[config.mk]
export PLATFORM = sky130hd
export DESIGN_NAME = pc_fetch_flat
export DESIGN_NICKNAME = d
export VERILOG_FILES = /design/src/rtl/pc_fetch_pkg.sv /design/src/rtl/pc_fetch_if.sv /design/src/rtl/pc_fetch.sv /design/src/flat_wrapper.sv
export SDC_FILE = /design/constraint.sdc
export NUM_CORES = 1
export LEC_CHECK = 0
export CORE_MARGIN = 2
export CORE_UTILIZATION = 32
export DETAILED_ROUTE_END_ITERATION = 10
export PLACE_DENSITY_LB_ADDON = 0.2
export REMOVE_ABC_BUFFERS = 1
export SYNTH_ARGS = -nofsm -noshare
export SYNTH_HDL_FRONTEND = slang
export SYNTH_SLANG_ARGS = --single-unit
[constraint.sdc]
create_clock -name clk -period 2.8 [get_ports clk]
set_clock_uncertainty 0.15 [all_clocks]
set_input_delay 0.42 -clock clk [delete_from_list [all_inputs] [get_ports clk]]
set_output_delay 0.42 -clock clk [all_outputs]
set_load 0.02 [all_outputs]
[src/rtl/pc_fetch_pkg.sv]
// Shared fetch/decode types: stall bus encoding, redirect and IF->ID bus layouts, FSM states.
// Pure declarations; no latency and no backpressure of its own.
package pc_fetch_pkg;

    localparam int          STALL_W      = 6;
    localparam int          IF_TO_ID_WD  = 33;
    localparam int          BR_WD        = 33;
    localparam logic [31:0] RESET_PC_DEF = 32'hBFC0_0000;

    localparam logic Stop   = 1'b1;
    localparam logic NoStop = 1'b0;

    typedef logic [STALL_W-1:0] stall_bus_t;

    typedef enum logic {
        BOOT = 1'b0,
        RUN  = 1'b1
    } fetch_state_e;

    typedef struct packed {
        logic        br_e;
        logic [31:0] br_addr;
    } br_bus_t;

    typedef struct packed {
        logic        ce;
        logic [31:0] pc;
    } if_to_id_t;

endpackage

[src/rtl/pc_fetch_if.sv]
// Fetch-side outputs: IF->ID bus plus instruction SRAM request port.
// Combinational view of fetch registers; the SRAM answers one cycle later, no backpressure.
interface pc_fetch_if;
    import pc_fetch_pkg::*;

    if_to_id_t   if_to_id_bus;
    logic        inst_sram_en;
    logic [3:0]  inst_sram_wen;
    logic [31:0] inst_sram_addr;
    logic [31:0] inst_sram_wdata;

    modport master (
        output if_to_id_bus,
        output inst_sram_en,
        output inst_sram_wen,
        output inst_sram_addr,
        output inst_sram_wdata
    );

    modport slave (
        input if_to_id_bus,
        input inst_sram_en,
        input inst_sram_wen,
        input inst_sram_addr,
        input inst_sram_wdata
    );
endinterface

[src/rtl/pc_fetch.sv]
// PC register + instruction SRAM driver; redirect reaches inst_sram_addr 1 cycle after unstalled br_e.
// stall[0]==Stop freezes pc/ce and latches redirects; PC_ALIGN_CHECK_EN enables misaligned-fetch gating.
module pc_fetch
    import pc_fetch_pkg::*;
#(
    parameter logic [31:0] RESET_PC = RESET_PC_DEF,
    parameter int          CNT_W    = 32
) (
    input  logic             clk,
    input  logic             rst,
    input  stall_bus_t       stall,
    input  logic [BR_WD-1:0] br_bus,
    pc_fetch_if.master       fetch,
    output logic             if_adel,
    output logic [CNT_W-1:0] fetch_cnt
);

    fetch_state_e     state_q, state_d;
    logic [31:0]      pc_q, pc_d;
    logic             ce_q, ce_d;
    logic             pend_v_q, pend_v_d;
    logic [31:0]      pend_addr_q, pend_addr_d;
    logic [CNT_W-1:0] cnt_q, cnt_d;
    logic             adel;
    logic             ce_out;
    logic             stop;
    br_bus_t          br;

    assign br   = br_bus_t'(br_bus);
    assign stop = (stall[0] == Stop);

    wire unused_stall_hi = ^stall[STALL_W-1:1];

`ifdef PC_ALIGN_CHECK_EN
    logic adel_q, adel_d;
    assign adel   = adel_q;
    assign adel_d = ce_d & (pc_d[1:0] != 2'b00);
`else
    assign adel = 1'b0;
`endif

    assign ce_out = ce_q & ~adel;

    always_comb begin
        state_d     = state_q;
        pc_d        = pc_q;
        ce_d        = ce_q;
        pend_v_d    = pend_v_q;
        pend_addr_d = pend_addr_q;
        cnt_d       = cnt_q;
        if (state_q == BOOT) begin
            state_d = RUN;
            pc_d    = RESET_PC;
            ce_d    = 1'b1;
        end else if (!stop) begin
            if (ce_out) cnt_d = cnt_q + CNT_W'(1);
            if (br.br_e) begin
                pc_d     = br.br_addr;
                pend_v_d = 1'b0;
            end else if (pend_v_q) begin
                pc_d     = pend_addr_q;
                pend_v_d = 1'b0;
            end else if (!adel) begin
                // A misaligned pc parks here until decode redirects it.
                pc_d = pc_q + 32'd4;
            end
        end else if (br.br_e) begin
            pend_v_d    = 1'b1;
            pend_addr_d = br.br_addr;
        end
    end

    always_ff @(posedge clk or negedge rst) begin
        if (!rst) begin
            state_q     <= BOOT;
            pc_q        <= RESET_PC - 32'd4;
            ce_q        <= 1'b0;
            pend_v_q    <= 1'b0;
            pend_addr_q <= 32'd0;
            cnt_q       <= '0;
`ifdef PC_ALIGN_CHECK_EN
            adel_q      <= 1'b0;
`endif
        end else begin
            state_q     <= state_d;
            pc_q        <= pc_d;
            ce_q        <= ce_d;
            pend_v_q    <= pend_v_d;
            pend_addr_q <= pend_addr_d;
            cnt_q       <= cnt_d;
`ifdef PC_ALIGN_CHECK_EN
            adel_q      <= adel_d;
`endif
        end
    end

    assign fetch.if_to_id_bus    = '{ce: ce_out, pc: pc_q};
    assign fetch.inst_sram_en    = ce_out;
    assign fetch.inst_sram_wen   = 4'b0000;
    assign fetch.inst_sram_addr  = pc_q;
    assign fetch.inst_sram_wdata = 32'd0;
    assign if_adel               = adel;
    assign fetch_cnt             = cnt_q;

endmodule

[src/flat_wrapper.sv]
// flat-port wrapper written by rule: the top's interface ports become plain ports
module pc_fetch_flat import pc_fetch_pkg::*;
#(
    parameter logic [31:0] RESET_PC = RESET_PC_DEF,
    parameter int          CNT_W    = 32
)
  (clk, rst, stall, br_bus, if_adel, fetch_cnt, fetch_if_to_id_bus, fetch_inst_sram_en, fetch_inst_sram_wen, fetch_inst_sram_addr, fetch_inst_sram_wdata);
  pc_fetch_if fetch_i ();
  input  logic clk;
  input  logic rst;
  input  stall_bus_t stall;
  input  logic [BR_WD-1:0] br_bus;
  output logic if_adel;
  output logic [CNT_W-1:0] fetch_cnt;
  output wire logic [$bits(fetch_i.if_to_id_bus)-1:0] fetch_if_to_id_bus;
  output wire logic [$bits(fetch_i.inst_sram_en)-1:0] fetch_inst_sram_en;
  output wire logic [$bits(fetch_i.inst_sram_wen)-1:0] fetch_inst_sram_wen;
  output wire logic [$bits(fetch_i.inst_sram_addr)-1:0] fetch_inst_sram_addr;
  output wire logic [$bits(fetch_i.inst_sram_wdata)-1:0] fetch_inst_sram_wdata;
  assign fetch_if_to_id_bus = fetch_i.if_to_id_bus;
  assign fetch_inst_sram_en = fetch_i.inst_sram_en;
  assign fetch_inst_sram_wen = fetch_i.inst_sram_wen;
  assign fetch_inst_sram_addr = fetch_i.inst_sram_addr;
  assign fetch_inst_sram_wdata = fetch_i.inst_sram_wdata;
  pc_fetch #(.RESET_PC(RESET_PC), .CNT_W(CNT_W)) u_core (.clk(clk), .rst(rst), .stall(stall), .br_bus(br_bus), .fetch(fetch_i), .if_adel(if_adel), .fetch_cnt(fetch_cnt));
endmodule
==> metrics.cfg <==
[die]
dieHeight_um = 139.2
io_pins = 176
start_util_pct = 32.55
dieArea_um2 = 19370
die_x_um = 139.2
core_area_um2 = 17960
row_count = 49

[layout]
nFillCells = 1700
syn2layout_area_growth_pct = 30.47
n_antenna_cell = 0
nNetsFinal = 742
drive_gt1_share_pct = 18.04
final_cell_mix = 132 x clkdlybuf4s50_1, 71 x dfrtp_1, 38 x conb_1
final_common_cell = clkdlybuf4s50_1
fin_cells = 933

[route]
vias = 5056
drt_iter0_markers = 261
via_per_inst = 5.419
drtAntennaViolNets = 0
finalWirelength_um = 16980
wl_per_cell_um = 18.19
first_pass_iters = 4
drc_errors = 0

[grt]
gr-total-overflow = 0
met2_usage_pct = 31.03
grt_use_met1_pct = 22.02
busiest_layer = met2
grtUsageMet3_pct = 4.558
grt_max_degree = 30
antenna_found_initial = 0
grt_use_total_pct = 17.78
grt_pass1_wl_um = 27590
grt_pass1_vias = 5086

[critical_path]
crit_path_end_kind = flip-flop
cpMostUsedCell = a221oi_1
crit_path_start_kind = primary input
cp-endpoint = u_core.fetch.inst_sram_addr[22]
reg2reg_depth = 5
path_buf_inv = 1
r2r_end = u_core.fetch.inst_sram_addr[22]
r2r_start = u_core.fetch.inst_sram_addr[2]
crit_path_top_delay_cell = nor2b_1
reg2reg_setup_slack_ns = 0.41
crit_start = br_bus[32]
cp.required_ns = 2.90
crit_cells = 5
crit_chain = clkdlybuf4s50_1 -> nor2b_1 -> a221oi_1 -> o311a_1 -> a221oi_1
critPathMaxStageDelay_ns = 0.90
crit_path_max_fanout = 12
critPathKind = primary input to flip-flop
arrival_ns = 2.55
crit_family = simple AND/OR/NAND/NOR gates

[sta]
tns_ns = 0
tightest_slew_ns = 1.085
period_share_pct = 87.68
rsz0062_at_grt = false
fmax_mhz = 407.3
hold_viol = 0
setup_ws_ns = 0.3451
maxSlewViolCount = 0
relSlewSlack_pct = 27.51
setup_viol = 0
min_period_ns = 2.455
holdWs_ns = 0.3249

[placement]
dp_slack_ns = 0.01995
dp.cells = 916
gp_congestion = 0.8405
io_buffers = 133
dp_hpwl_um = 12280

[clock_network]
cts_tree = built
cts_resized = 0
clock-sinks = 99
cts_root_buf = clkbuf_16
cts_buffers = 9
htree_levels = 3
insertion_delay_ns = 0.35
clk_path_buf_depth = 2
clk_pin_slew_worst_paths_ns = 0.07

[yosys]
synthDistinctLibCells = 66
syn_area_um2 = 5847
netlist_instances = 582
async_reset_ff_share_pct = 100.0
yosys_warnings = 0
yosysSeqAreaShare_pct = 42.97
ys_seq_elements = 99
synth_edf_count = 0
yosys_most_used_dff = dfrtp_1
synth_area_per_cell_um2 = 10.05

[job]
drv_cap = 0

[worst_hold_path]
worstHoldPathType = flip-flop to flip-flop

[power]
p_leak_uw = 0.003007
p_total_uw = 4476
ir_drop_v = 0.0003269
power_density_nw_per_um2 = 586.8

[outcome]
outcome = finished clean

## worst min path at each step
stage                     cells past startpoint            startpoint  slack (ns)                             end
after floorplan                               0                   rst       -0.03  u_core.fetch.inst_sram_addr[0]
after global placement                        1                   rst        0.22          u_core.pend_addr_q[26]
after detailed placement                      1                   rst        0.23          u_core.pend_addr_q[26]
after CTS                                     1  u_core.fetch_cnt[31]        0.33            u_core.fetch_cnt[31]
after global routing                          1  u_core.fetch_cnt[31]        0.36            u_core.fetch_cnt[31]
final                                         1  u_core.fetch_cnt[31]        0.32            u_core.fetch_cnt[31]
## flip-flops by register name, indices dropped and copies added, names as in the netlist
name	flops
u_core.fetch.inst_sram_addr	32
u_core.fetch.inst_sram_en	1
u_core.fetch_cnt	32
u_core.pend_addr_q	32
u_core.pend_v_q	1
u_core.state_q	1
## report_power, final
part,switching (uW),total [uW],internal [uW]
combinational,541,1040,497
sequential,220,1860,1640
clock,564,1580,1010
## per-layer routing
| layer | vias up | part of all wire, % |
|---|---|---|
| met1 | 2546 | 43 |
| li1 | 2314 | - |
| met2 | 179 | 50 |
| met4 | 0 | 1.3 |
| met5 | - | 0 |
| met3 | 17 | 5.7 |
## cell families (layout without fill, tap and decap cells)
group	count (synthesis)	in the layout	synth area share (%)
flops	99	99	42.97
compound gates	121	121	15.41
mux	34	34	6.506
simple gates	180	180	17.91
xor+xnor	33	33	4.943
buf+inv	111	197	11.71
other cells	2	38	0.1284
fa+ha+maj	2	2	0.4279
## final cells by class
class                   count  area [um2]  area share, %
inverters                  13       48.80         0.6397
flip-flops and latches     99        2512          32.93
multi-input cells         408        2785          36.51
well taps                 229       286.5          3.756
clock inverters             4       120.1          1.575
repair buffers            168        1619          21.22
clock buffers              12       256.5          3.362
## worst register-to-register path: stages, from the launching register on
cell	delay, ns
dfstp_2	0.62
ha_1	0.26
and4_1	0.27
nand4_1	0.36
o311a_1	0.42
a221oi_1	0.22
## repair_timing
| action | CTS | global route |
|---|---|---|
| hold buffers | 1 | 0 |
| setup buffers | 0 | 0 |
| hold endpoints to repair | 17 | 0 |
## synthesized netlist by cell type (6+ instances only)
master	n	share of area, %
a21oi_1	14	1.2
o22ai_1	12	1.3
and4_1	11	1.6
buf_4	70	9.0
inv_1	12	0.77
nand3_1	25	2.1
dfrtp_1	71	30
a221o_1	6	1.0
and3_1	9	0.96
xnor2_1	30	4.5
nand4_1	25	2.7
o211ai_1	7	0.90
a22o_1	7	1.0
nor2_1	22	1.4
o21ai_0	17	1.5
dfstp_2	28	13
mux2_2	32	6.2
nand2_1	34	2.2
o31ai_1	8	1.0
nor4_1	11	1.2
nor3_1	12	1.0
a221oi_1	6	0.90
clkbuf_1	22	1.4
## through the flow
stage	cell area (um2)	util, %
floorplan	5346	-
global placement	7242	40.31
detailed placement	7242	40.31
CTS	7629	42.47
global route	7629	42.47
finish	7629	42.47
Note: power is estimated with default switching activity, not from simulation.
